**src/rtl/out_vc_credit_ctrl_pkg.sv**
```systemverilog
// out_vc_credit_ctrl_pkg: shared defaults, VC state encoding and counter width helper
package out_vc_credit_ctrl_pkg;
  localparam int NUM_VC_DEF = 4;
  localparam int VC_INDEX_WIDTH_DEF = 2;
  localparam int BUF_DEPTH_DEF = 4;
  typedef enum logic [1:0] {
    IDLE   = 2'd0,
    ACTIVE = 2'd1,
    DRAIN  = 2'd2
  } vc_state_e;
  function automatic int credit_cnt_w(input int depth);
    return $clog2(depth + 1);
  endfunction
endpackage

```
**src/rtl/out_vc_credit_ctrl_slot.sv**
```systemverilog
// vc_credit_slot: one downstream VC's credit counter and IDLE/ACTIVE/DRAIN state machine
module vc_credit_slot
  import out_vc_credit_ctrl_pkg::*;
#(
  parameter int BUF_DEPTH = BUF_DEPTH_DEF,
  parameter int CNT_W = credit_cnt_w(BUF_DEPTH),
  parameter int ATOMIC_VC = 1
) (
  input  logic             clk,
  input  logic             reset,
  input  logic             send,
  input  logic             ret,
  input  logic             head,
  input  logic             tail,
  output logic [CNT_W-1:0] credit,
  output logic             busy,
  output logic             avail,
  output logic             err_under,
  output logic             err_over,
  output logic             err_proto
);
  localparam logic [CNT_W-1:0] FULL = CNT_W'(BUF_DEPTH);
  localparam logic [CNT_W-1:0] ONE = CNT_W'(1);
  vc_state_e state, state_nxt;
  logic [CNT_W-1:0] credit_nxt;
  // a simultaneous send and return cancel out, so saturation only applies to lone events
  always_comb begin
    credit_nxt = credit;
    if (send && !ret) credit_nxt = (credit == '0) ? credit : credit - ONE;
    else if (ret && !send) credit_nxt = (credit == FULL) ? credit : credit + ONE;
  end
  assign err_under = send && !ret && credit == '0;
  assign err_over = ret && !send && credit == FULL;
  always_comb begin
    state_nxt = state;
    err_proto = 1'b0;
    case (state)
      IDLE: if (send) begin
        if (!head) err_proto = 1'b1;
        else if (!tail) state_nxt = ACTIVE;
        else if (ATOMIC_VC != 0) state_nxt = DRAIN;
      end
      ACTIVE: if (send) begin
        if (head) err_proto = 1'b1;
        else if (tail) state_nxt = (ATOMIC_VC != 0) ? DRAIN : IDLE;
      end
      DRAIN: begin
        if (send) err_proto = 1'b1;
        else if (credit_nxt == FULL) state_nxt = IDLE;
      end
      default: state_nxt = IDLE;
    endcase
  end
  always_ff @(posedge clk or posedge reset) begin
    if (reset) begin
      credit <= FULL;
      state <= IDLE;
    end else begin
      credit <= credit_nxt;
      state <= state_nxt;
    end
  end
  assign busy = state != IDLE;
  assign avail = state == IDLE && credit != '0;
endmodule

```
**src/rtl/out_vc_credit_ctrl.sv**
```systemverilog
// out_vc_credit_ctrl: per-output-port downstream VC credit tracker and free-VC selector
module out_vc_credit_ctrl
  import out_vc_credit_ctrl_pkg::*;
#(
  parameter int NUM_VC = NUM_VC_DEF,
  parameter int BUF_DEPTH = BUF_DEPTH_DEF,
  parameter int CNT_W = credit_cnt_w(BUF_DEPTH),
  parameter int ATOMIC_VC = 1,
  parameter int VC_INDEX_WIDTH = (NUM_VC > 1) ? $clog2(NUM_VC) : 1
) (
  input  logic                      clk,
  input  logic                      reset,
  input  logic                      send_valid,
  input  logic [VC_INDEX_WIDTH-1:0] send_vc,
  input  logic                      send_head,
  input  logic                      send_tail,
  input  logic                      credit_valid,
  input  logic [VC_INDEX_WIDTH-1:0] credit_vc,
  output logic [NUM_VC*CNT_W-1:0]   credit_out,
  output logic [NUM_VC-1:0]         vc_busy,
  output logic [NUM_VC-1:0]         vc_avail,
  output logic [VC_INDEX_WIDTH-1:0] vc_new,
  output logic                      vc_new_valid,
  output logic                      err_underflow,
  output logic                      err_overflow,
  output logic                      err_proto
);
  logic [NUM_VC-1:0] under_p, over_p, proto_p;
  for (genvar i = 0; i < NUM_VC; i++) begin : g_slot
    vc_credit_slot #(.BUF_DEPTH(BUF_DEPTH), .CNT_W(CNT_W), .ATOMIC_VC(ATOMIC_VC)) u_slot (
      .clk       (clk),
      .reset     (reset),
      .send      (send_valid && send_vc == VC_INDEX_WIDTH'(i)),
      .ret       (credit_valid && credit_vc == VC_INDEX_WIDTH'(i)),
      .head      (send_head),
      .tail      (send_tail),
      .credit    (credit_out[i*CNT_W +: CNT_W]),
      .busy      (vc_busy[i]),
      .avail     (vc_avail[i]),
      .err_under (under_p[i]),
      .err_over  (over_p[i]),
      .err_proto (proto_p[i])
    );
  end
  // scan from the top so the lowest available index wins
  always_comb begin
    vc_new = '0;
    for (int i = NUM_VC - 1; i >= 0; i--)
      if (vc_avail[i]) vc_new = VC_INDEX_WIDTH'(i);
  end
  assign vc_new_valid = |vc_avail;
  always_ff @(posedge clk or posedge reset) begin
    if (reset) begin
      err_underflow <= 1'b0;
      err_overflow <= 1'b0;
      err_proto <= 1'b0;
    end else begin
      err_underflow <= err_underflow | (|under_p);
      err_overflow <= err_overflow | (|over_p);
      err_proto <= err_proto | (|proto_p);
    end
  end
endmodule

```
**config.mk**
```make
export PLATFORM = sky130hd
export DESIGN_NAME = out_vc_credit_ctrl
export DESIGN_NICKNAME = d
export VERILOG_FILES = /design/src/rtl/out_vc_credit_ctrl_pkg.sv /design/src/rtl/out_vc_credit_ctrl_slot.sv /design/src/rtl/out_vc_credit_ctrl.sv
export SDC_FILE = /design/constraint.sdc
export NUM_CORES = 1
export LEC_CHECK = 0
export ABC_AREA = 1
export ABC_CLOCK_PERIOD_IN_PS = 2000
export BUFFER_PORTS_ARGS = -buffer_cell sky130_fd_sc_hd__buf_2
export CORE_MARGIN = 2
export CORE_UTILIZATION = 30
export CTS_CLUSTER_SIZE = 20
export DETAILED_ROUTE_END_ITERATION = 12
export GPL_TIMING_DRIVEN = 0
export SLEW_MARGIN = 20
export SYNTH_ARGS = -nofsm -noshare
export SYNTH_HDL_FRONTEND = slang
export SYNTH_SLANG_ARGS = --single-unit
```
**constraint.sdc**
```tcl
create_clock -name clk -period 2 [get_ports clk]
set_input_delay 0.1 -clock clk [delete_from_list [all_inputs] [get_ports clk]]
set_output_delay 0.1 -clock clk [all_outputs]
set_load 0.02 [all_outputs]
```
==> qor.yml, run 1 <==
synthDominantAreaCellType: "dfrtp_1"
critical_path.slowest_cell: "dfrtp_2"
worst-slew-pin-transition_ps: 960
cp.arrival_ps: 2010
required_ps: 2170
slew_violations: 0
preCtsSetupSlack_ps: -9.04
yosys.cell_count.top_type: "nand2_1"
cts-buffers-inserted: 3
setup_slack_ps: 158
final_hold_violating_endpoints: 0
detail-route-antenna-nets: 0
regToRegEndpoint: "g_slot[2].u_slot.state[1]"
run_status: "finished, final reports clean"
cts-root-buf: "clkbuf_8"
max_clock_skew_ps: 8.60
worst-r2r-setup-slack_ps: 160
syn_area_per_cell_um2: 6.36
number_of_hold_buffers_added_after_cts: 0
tritoncts_clock_tree: "built"
timing.max_cap.violations: 0
worst_setup_sp_type: "flop"
route.detailed.drc: 0
grt_antenna_before_repair: 0
drt-vias-per-instance: 4.55
synthesis.yosys.warnings: 0
min-delay-path-class: "in -> async"
synth_cells: 348
max_freq_mhz: 543
global_route_wire_length_before_repair_um: 9420
area_growth_syn_to_layout_pct: 20.3
setup_violations: 0
worst_stage_delay_on_the_critical_path_ps: 450
power_density_nw_per_um2: 1540
rr_worst_depth: 13
critPathCapture: "g_slot[2].u_slot.state[1]"
htree_levels: 1
grt_remaining_overflow: 0
synthesis.nets: 374
criticalPathCategory: "reg -> reg"
clk_pin_slew_ps: 100
cpMostUsedCell: "nand2_1"
synth.ff_latch_count: 23
layout.nets: 421
synth_seq_area_share: 0.262
routed_wire_length_per_instance_um: 11.2
die_width_um: 89.9
fin_setup_tns_ps: 0
synthFlopType: "dfrtp_1"
wirelength_um: 5520
ranking_of_synthesized_cells_by_instance_count: "114 x nand2_1, 52 x inv_1, 39 x nor2_1"
core_area_um2: 7210
clock_insertion_delay_worst_skew_ps: 280
period_share: 0.921
antenna_cells_inserted: 0
crit_chain: "inv_2 > ha_2 > inv_1 > nor2_4 > o21ai_0 > nand2_1 > inv_1 > a21oi_2 > nand3_2 > nand2_2 > nand2_1 > nand2_1 > nand2_1"
dr_vias: 2241
groute.usage.overall: 0.140
port_buffers: 35
final.min_clock_period_ps: 1840
num_rows: 31
critPathLaunch: "g_slot[2].u_slot.credit[0]"
initial_drc_count: 96
worstReg2RegStart: "g_slot[2].u_slot.credit[0]"
initial_utilization: 0.307
maximum_root_to_sink_buffer_count: 2
ir_drop_uv: 452
dr.pass1.iters: 4
dp.final_hpwl_um: 4340
floorplan.die_area_um2: 8090
crit_fanout: 5
gp_congestion: 0.859
grt_max_degree: 24
first_global_vias: 2058
post_synth_main_area_contributors: "dfrtp_1 21%, nand2_1 19%, ha_1 9.0%, inv_1 8.8%, nor2_1 6.6%"
ioPinCount: 36
number_of_clock_sinks: 23
yosys.area.top_type_share: 0.215
ys_async_sr_fraction: 1.00
p_leak_uw: 0.00143
endpoint_kind: "flop"
netlist-cell-type-count: 31
layout-drive-gt1-share: 0.244
mappedNetlistArea_um2: 2210
die_h_um: 89.9
max_slew_margin: 0.359
synth-edff-count: 0
cell type report:
cell class                 instances  area, µm²
inverter                          55        206
buffer                             8       60.1
timing repair buffer              42        228
clock inverter                     1       5.00
multi-input combinational        262       1420
clock buffer                       3       41.3
sequential                        23        582
tap                               99        124
fill                             780       4550
state kept, by name, summed over array words and instances (netlist names):
signal,count
g_slot.u_slot.credit,12
g_slot.u_slot.state,8
err_overflow,1
err_proto,1
err_underflow,1
power breakdown:
| group | switching [µW] | internal, µW |
|---|---|---|
| Sequential | 266 | 690 |
| Clock | 177 | 140 |
| Combinational | 1730 | 1110 |
cells by family after synthesis:
group	synth area share
XOR/XNOR	0.0198
buffers and inverters	0.120
AO/OA/AOI/OAI	0.105
AND/OR/NAND/NOR	0.403
flip-flops	0.262
adder cells (fa/ha/maj)	0.0904
how the worst min path moves through the flow:
stage	startpoint	endpoint	slack [ps]	cells after the start
after global placement	reset	g_slot[0].u_slot.credit[0]	370	2
after global routing	reset	g_slot[0].u_slot.state[0]	110	2
after detailed placement	reset	g_slot[0].u_slot.credit[0]	380	2
final	reset	g_slot[0].u_slot.state[0]	30	2
after CTS	reset	g_slot[0].u_slot.state[0]	70	2
after floorplan	reset	err_overflow	100	1
routing by layer:
layer,share of wire,up-vias,global-route usage
li1,-,1177,-
met3,0.027,6,0.0201
met4,0.013,0,0.0321
met5,0,-,0
met1,0.47,1020,0.177
met2,0.49,38,0.252
through the flow:
step	power (µW)	utilization	hold WS, ps	instances	area, µm²
after detailed placement	3600	0.348	377	482	2510
final	4120	0.369	25.0	493	2670
after CTS	3940	0.356	70.1	486	2560
after global placement	3550	0.348	369	482	2510
after floorplan	2920	-	99.0	348	2210
after global routing	4580	0.369	107	493	2670
worst max-delay path: cells and delay by family, from the launching register on:
kind,cells,cell delay [ps]
adders and majority gates,1,190
and+or+nand+nor,7,650
buffers and inverters,3,180
AOI/OAI and AO/OA,2,270
DFF,1,450
what timing repair did:
action,CTS,global route
setup endpoints to repair,5,11
cloned,0,0
setup buffers,0,7
pin swaps,0,2
resized for setup,2,18
cell usage in the layout (no fill, tap or decap), drive strengths merged, types with 4 or more instances in the layout:
master  instances
nand3          30
buf            50
dfstp           4
a21oi          12
xor2            4
o21ai          17
inv            54
dfrtp          19
nand2         120
nor2           47
ha             16
Power figures use the tool's default switching activity.
==> run 2, diff against run 1 <==
Settings changed: ABC_CLOCK_PERIOD_IN_PS 2000 to 1650.
Clock period 2 ns to 1.65 ns, I/O delays scaled along.
==> run 2 against run 1 <==
Against the previous run: the flow now finishes with violations (negative setup slack); hold slack worse by 10 ps; sequential power is 19% higher; utilization is 5.6 points higher; cell area is 15% higher; setup slack worse by 210 ps; critical path type is now reg -> out.
==> qor.yml, run 2 (synthesis gave the netlist of run 1 again) <==
violated_checks: "negative setup slack"
max_flop_register: "g_slot.u_slot.credit"
seqCellArea_um2: 589  # +1.3%
initial_drc_count: 77  # -20%
first_global_vias: 2261  # +9.9%
period_share: 1.03
grt.busiest_layer: "met2"
die_h_um: 89.9  # unchanged
route.detailed.drc: 0  # unchanged
min-delay-path-class: "in -> async"
dpl-instance-area_um2: 2530  # +0.75%
worst-slew-pin-transition_ps: 933  # -27.2 ps
detail-route-antenna-nets: 0  # unchanged
num-fill-cells: 778  # -0.26%
groute.usage.overall: 0.150  # +0.0102
required_ps: 1570  # -600 ps
setup_violations: 8  # +8
port_buffers: 35  # unchanged
drt-vias-per-instance: 4.60  # +1.3%
layout.nets: 443  # +5.2%
max_clock_skew_ps: 2.68  # -5.91 ps
ioPinCount: 36  # unchanged
dr_vias: 2371  # +5.8%
cp.arrival_ps: 1620  # -390 ps
setup_slack_ps: -49.0  # -207 ps
floorplan.die_area_um2: 8090  # unchanged
dr.pass1.iters: 4  # unchanged
wirelength_um: 6040  # +9.4%
grt_antenna_before_repair: 0  # unchanged
grt_max_degree: 24  # unchanged
cts-buffers-inserted: 3  # unchanged
area_growth_syn_to_layout_pct: 38.6
global_route_wire_length_before_repair_um: 10200  # +7.8%
initial_utilization: 0.307  # unchanged
gr-usage-met1: 0.205  # +0.0279
slew_violations: 0  # unchanged
grt_remaining_overflow: 0  # unchanged
endpoint_kind: "output port"
run_status: "complete, but fails checks"
top_registers: "g_slot.u_slot.credit x12, g_slot.u_slot.state x8"
dp.final_hpwl_um: 4380  # +0.95%
tritoncts_clock_tree: "built"
gp_congestion: 0.869  # +1.2%
timing.max_cap.violations: 0  # unchanged
crit_fanout: 4  # -1
clk_pin_slew_ps: 90  # about the same
die_width_um: 89.9  # unchanged
max_freq_mhz: 589
number_of_hold_buffers_added_after_cts: 0  # unchanged
criticalPathCategory: "reg -> out"
most_used_cells_in_the_layout_excluding_fill_and_tap_cells: "97 x nand2_1, 36 x inv_1, 33 x buf_4, 31 x buf_2, 29 x nor2_1"
core_area_um2: 7210  # unchanged
met2_usage: 0.248  # -0.00379
htree_levels: 1  # unchanged
number_of_clock_sinks: 23  # unchanged
rr_worst_depth: 14  # +1
maximum_root_to_sink_buffer_count: 2  # unchanged
worst_setup_sp_type: "flop"
num_rows: 31  # unchanged
routed_wire_length_per_instance_um: 11.7  # +4.8%
ir_drop_uv: 1130  # +150%
clock_insertion_delay_worst_skew_ps: 260  # -20 ps
max_slew_margin: 0.377  # +0.0181
grt_setup_unrepaired: "yes"
flip_flop_count_of_the_largest_register_after_layout: 12  # unchanged
p_leak_uw: 0.00156  # +9.1%
fin_area_um2: 3070  # +15%
power_density_nw_per_um2: 1980  # +28%
cts-root-buf: "clkbuf_8"
multi_input_area_um2: 1600  # +13%
report.power.total_uw: 6080  # +48%
antenna_cells_inserted: 0  # unchanged
final.min_clock_period_ps: 1700
globalRouteMet3Util: 0.0243  # +0.00419
layout-drive-gt1-share: 0.404  # +0.160
most_common_cell_after_layout_fill_and_taps_aside: "nand2_1"
final_hold_violating_endpoints: 0  # unchanged
==> run 2: worst paths after layout <==
path | startpoint | end | slack (ps)
min reg2reg | err_overflow | err_overflow | 480
min | reset | err_proto | 20
max in group asynchronous | reset | g_slot[3].u_slot.credit[0] | 1010
max reg2reg | g_slot[2].u_slot.credit[0] | g_slot[2].u_slot.state[0] | -40
max | g_slot[2].u_slot.credit[0] | vc_new_valid | -50
min in group clk | send_tail | g_slot[1].u_slot.state[0] | 190
==> run 2: final cells by class <==
class	count	share of cell area
plain buffers	8	0.0196
clock buffers	4	0.0147
inverters	55	0.0697
multi-input cells	262	0.520
flip-flops and latches	23	0.192
well taps	99	0.0403
repair buffers	64	0.144
==> run 2: timing repair <==
action / CTS / global route
pin swaps: 22 / 38
setup endpoints to repair: 15 / 15
endpoints found under the hold margin: 0 / 0
setup buffers: 23 / 6
gates resized for setup: 49 / 41
==> run 2: through the flow <==
step / utilization / hold slack [ps] / setup TNS [ps] / setup WS [ps] / cells
floorplan: - / 81.0 / -66.4 / -66.4 / 348
global placement: 0.351 / 360 / -1560 / -282 / 482
detailed placement: 0.351 / 350 / -1710 / -310 / 482
CTS: 0.404 / 57.3 / -279 / -75.3 / 509
global route: 0.426 / 110 / -1480 / -150 / 515
finish: 0.426 / 15.0 / -202 / -49.0 / 515
==> run 2: layer usage <==
| metal | wire (µm) | up-vias |
|---|---|---|
| met3 | 260 | 6 |
| met1 | 2830 | 1093 |
| li1 | - | 1218 |
| met4 | 61 | 0 |
| met5 | 0 | - |
| met2 | 2880 | 54 |
==> run 2: power breakdown <==
part | total [µW] | leakage, µW | internal [µW] | switching [µW]
registers | 1140 | 0.000262 | 849 | 290
clock network | 361 | 0.0000228 | 172 | 189
logic | 4580 | 0.00127 | 2030 | 2560
==> run 2: worst max-delay path: stages (launching register included) <==
cell and delay [ps]:
dfrtp_2 420, inv_2 80, ha_4 170, inv_2 50
nor2_4 150, nor2_2 70, inv_2 60, o21ai_2 50
inv_2 60, nand3b_1 90, buf_6 140
==> run 3, diff against run 2 <==
Settings changed: HOLD_SLACK_MARGIN set to 0.03, PLACE_DENSITY set to 0.58, SYNTH_HIERARCHICAL set to 1.
==> run 3 against run 2 <==
Against the previous run: the run now ends clean; synthesized cell count is 9.2% lower; utilization is 2.6 points lower; maximum frequency is 8.4% higher; count of clock-buffer cells in the layout is 1 lower; register-to-register slack better by 190 ps; critical path type unchanged.
==> qor.yml, run 3 <==
number_of_cells_on_the_worst_hold_path: 4
most_common_cell_after_layout_fill_and_taps_aside: "nand2_1"
ys_async_sr_fraction: 1.00  # unchanged
ir_drop_uv: 511  # -55%
rr_worst_depth: 13  # -1
worst-r2r-setup-slack_ps: 150  # +190 ps
grt_max_degree: 14  # -42%
grt_setup_unrepaired: "yes"
clk_pwr_share: 0.073  # +0.014
synthesis.yosys.warnings: 6  # +6
run_status: "finished, final reports clean"
final_hold_violating_endpoints: 0  # unchanged
number_of_clock_sinks: 23  # unchanged
die_h_um: 87.6  # -2.6%
netlist-cell-type-count: 20  # -35%
final.min_clock_period_ps: 1570  # -132 ps
worst-slew-pin-transition_ps: 619  # -314 ps
grt_antenna_before_repair: 0  # unchanged
worstReg2RegStart: "g_slot[3].u_slot/credit[0]"
dr_vias: 2091  # -12%
drt-vias-per-instance: 4.47  # -3.0%
max_clock_skew_ps: 1.65  # -1.04 ps
die_width_um: 87.6  # -2.6%
period_share: 0.949  # -0.0802
yosys.cell_count.top_type: "nand2_1"
initial_drc_count: 73  # -5.2%
core_area_um2: 6790  # -5.8%
port_buffers: 35  # unchanged
switching_share: 0.529  # +0.0302
gp_congestion: 0.802  # -7.8%
num_rows: 30  # -3.2%
slew_violations: 0  # unchanged
synth_cells: 316  # -9.2%
post_synth_main_area_contributors: "dfrtp_1 23%, nand2_1 10%, nand3_1 8.4%, inv_1 7.3%, ha_1 7.2%"
global_route_wire_length_before_repair_um: 8340  # -18%
groute.usage.overall: 0.138  # -0.0123
layout-drive-gt1-share: 0.417  # +0.0128
fin_setup_tns_ps: 0  # +202 ps
timing.max_cap.violations: 0  # unchanged
critPathLaunch: "g_slot[2].u_slot/credit[2]"
seq_power_share: 0.221  # +0.034
endpoint_kind: "output port"
synth.ff_latch_count: 23  # unchanged
worst_setup_sp_type: "flop"
htree_levels: 1  # unchanged
clock_insertion_delay_worst_skew_ps: 270  # about the same
synthesis.nets: 338  # -9.6%
power_density_nw_per_um2: 1890  # -4.7%
clk_pin_slew_ps: 90  # about the same
wirelength_um: 5240  # -13%
yosys.area.top_type_share: 0.227  # +0.0122
pwr-share-comb: 0.706  # -0.047
floorplan.die_area_um2: 7670  # -5.1%
mappedNetlistArea_um2: 2100  # -5.4%
maximum_root_to_sink_buffer_count: 2  # unchanged
min_from: "send_tail"
cts-root-buf: "clkbuf_8"
initial_utilization: 0.308  # +0.00150
crit_fanout: 4  # unchanged
layout.nets: 395  # -11%
internal-power_uw: 2410  # -21%
ioPinCount: 36  # unchanged
report.power.total_uw: 5120  # -16%
dp.final_hpwl_um: 4120  # -5.8%
most_used_cells_in_the_layout_excluding_fill_and_tap_cells: "52 x nand2_1, 35 x inv_1, 33 x buf_2, 31 x inv_2, 31 x nand3_1"
grt_remaining_overflow: 0  # unchanged
post_layout_nonfiller_instances: 468  # -9.1%
tritoncts_clock_tree: "built"
max_slew_margin: 0.584  # +0.207
routed_wire_length_per_instance_um: 11.2  # -4.6%
flip_flop_count_of_the_largest_register_after_layout: 12  # unchanged
first_global_vias: 1891  # -16%
net-switching-power_uw: 2710  # -11%
max_freq_mhz: 638  # +8.4%
route.detailed.drc: 0  # unchanged
detail-route-antenna-nets: 0  # unchanged
setup_violations: 0  # -8
criticalPathCategory: "reg -> out"
max_flop_register: "g_slot.u_slot/credit"
required_ps: 1570  # about the same
top_registers: "g_slot.u_slot/credit x12, g_slot.u_slot/state x8"
final_core_util: 0.399  # -0.0261
syn_area_per_cell_um2: 6.63  # +4.2%
cts-buffers-inserted: 3  # unchanged
synth_seq_area_share: 0.277  # +0.0149
cp.arrival_ps: 1480  # -140 ps
synth-edff-count: 0  # unchanged
synthDominantAreaCellType: "dfrtp_1"
ranking_of_synthesized_cells_by_instance_count: "57 x nand2_1, 41 x inv_1, 35 x nand3_1"
synthFlopType: "dfrtp_1"
area_growth_syn_to_layout_pct: 29.5
cell_total_after_placement: 447  # -7.3%
p_leak_uw: 0.00136  # -13%
dr.pass1.iters: 4  # unchanged
min-delay-path-class: "in -> reg"
antenna_cells_inserted: 0  # unchanged
==> run 3: cell count changes after synthesis, moves of 4 or more <==
cell and change:
a21oi_1 +12, buf_4 -8, ha_1 -4, inv_1 -11, inv_2 +23, nand2_1 -57, nand2_2 +18, nand3_1 +7
nand3_2 +4, nor2_1 -14, nor3_1 +14, nor3_2 +4, o21ai_0 -10
==> run 3: power groups by stage <==
stage / Clock [µW] / Sequential [µW] / Combinational, µW
final: 376 / 1130 / 3620
after global routing: 421 / 1170 / 4020
after CTS: 393 / 1140 / 3210
after detailed placement: 0 / 1170 / 3010
after global placement: 0 / 1160 / 2980
after floorplan: 0 / 1320 / 2080
==> run 3: logic make-up (layout without fill, tap and decap cells) <==
logic type / after synthesis / count (layout) / share of synthesized area
AO/OA/AOI/OAI: 34 / 34 / 0.0866
XOR/XNOR: 4 / 4 / 0.0167
adder cells (fa/ha/maj): 12 / 12 / 0.0716
buffers and inverters: 66 / 122 / 0.118
flip-flops: 23 / 23 / 0.277
AND/OR/NAND/NOR: 177 / 177 / 0.430
==> run 3: final cells by class <==
type / count / area [µm²]
multi-input cells: 227 / 1410
fillers: 721 / 4080
inverters: 66 / 248
flip-flops and latches: 23 / 582
clock buffers: 3 / 41.3
clock inverters: 1 / 5.00
well taps: 96 / 120
repair buffers: 52 / 310
==> run 3: final timing paths <==
check                                                  end
worst max register to register   g_slot[3].u_slot/state[1]
worst max-delay path                             vc_new[1]
max in group asynchronous       g_slot[3].u_slot/credit[2]
worst min-delay path             g_slot[0].u_slot/state[0]
worst min register to register                   err_proto
min in group asynchronous                        err_proto
==> run 3: worst max-delay path: stages, from the launching register on <==
cell and delay (ps):
dfstp_2 580, inv_2 70, a21oi_4 210, nor2_1 90, nor3_2 110, buf_4 160
==> run 3: what timing repair did <==
| item | 4_1_cts | 5_1_grt |
|---|---|---|
| cloned | 0 | 0 |
| setup endpoints to repair | 10 | 11 |
| resized for setup | 8 | 25 |
| pin swaps | 2 | 0 |
| setup buffers | 3 | 13 |
| hold buffers | 1 | 0 |
| endpoints found under the hold margin | 23 | 0 |
==> run 3: metrics by stage <==
step | worst slack [ps] | hold WS, ps | cell area [µm²]
after global routing | -32.1 | 221 | 2710
after floorplan | -57.2 | -164 | 2120
after CTS | 2.76 | 221 | 2530
final | 83.4 | 215 | 2710
after global placement | -153 | 28.7 | 2410
after detailed placement | -154 | 27.0 | 2410
==> run 3: per-layer routing <==
layer	track usage	up-vias	wire, µm
li1	-	1110	-
met1	0.180	948	2490
met2	0.239	28	2570
met3	0.0189	5	120
met4	0.0378	0	55
met5	0	-	0
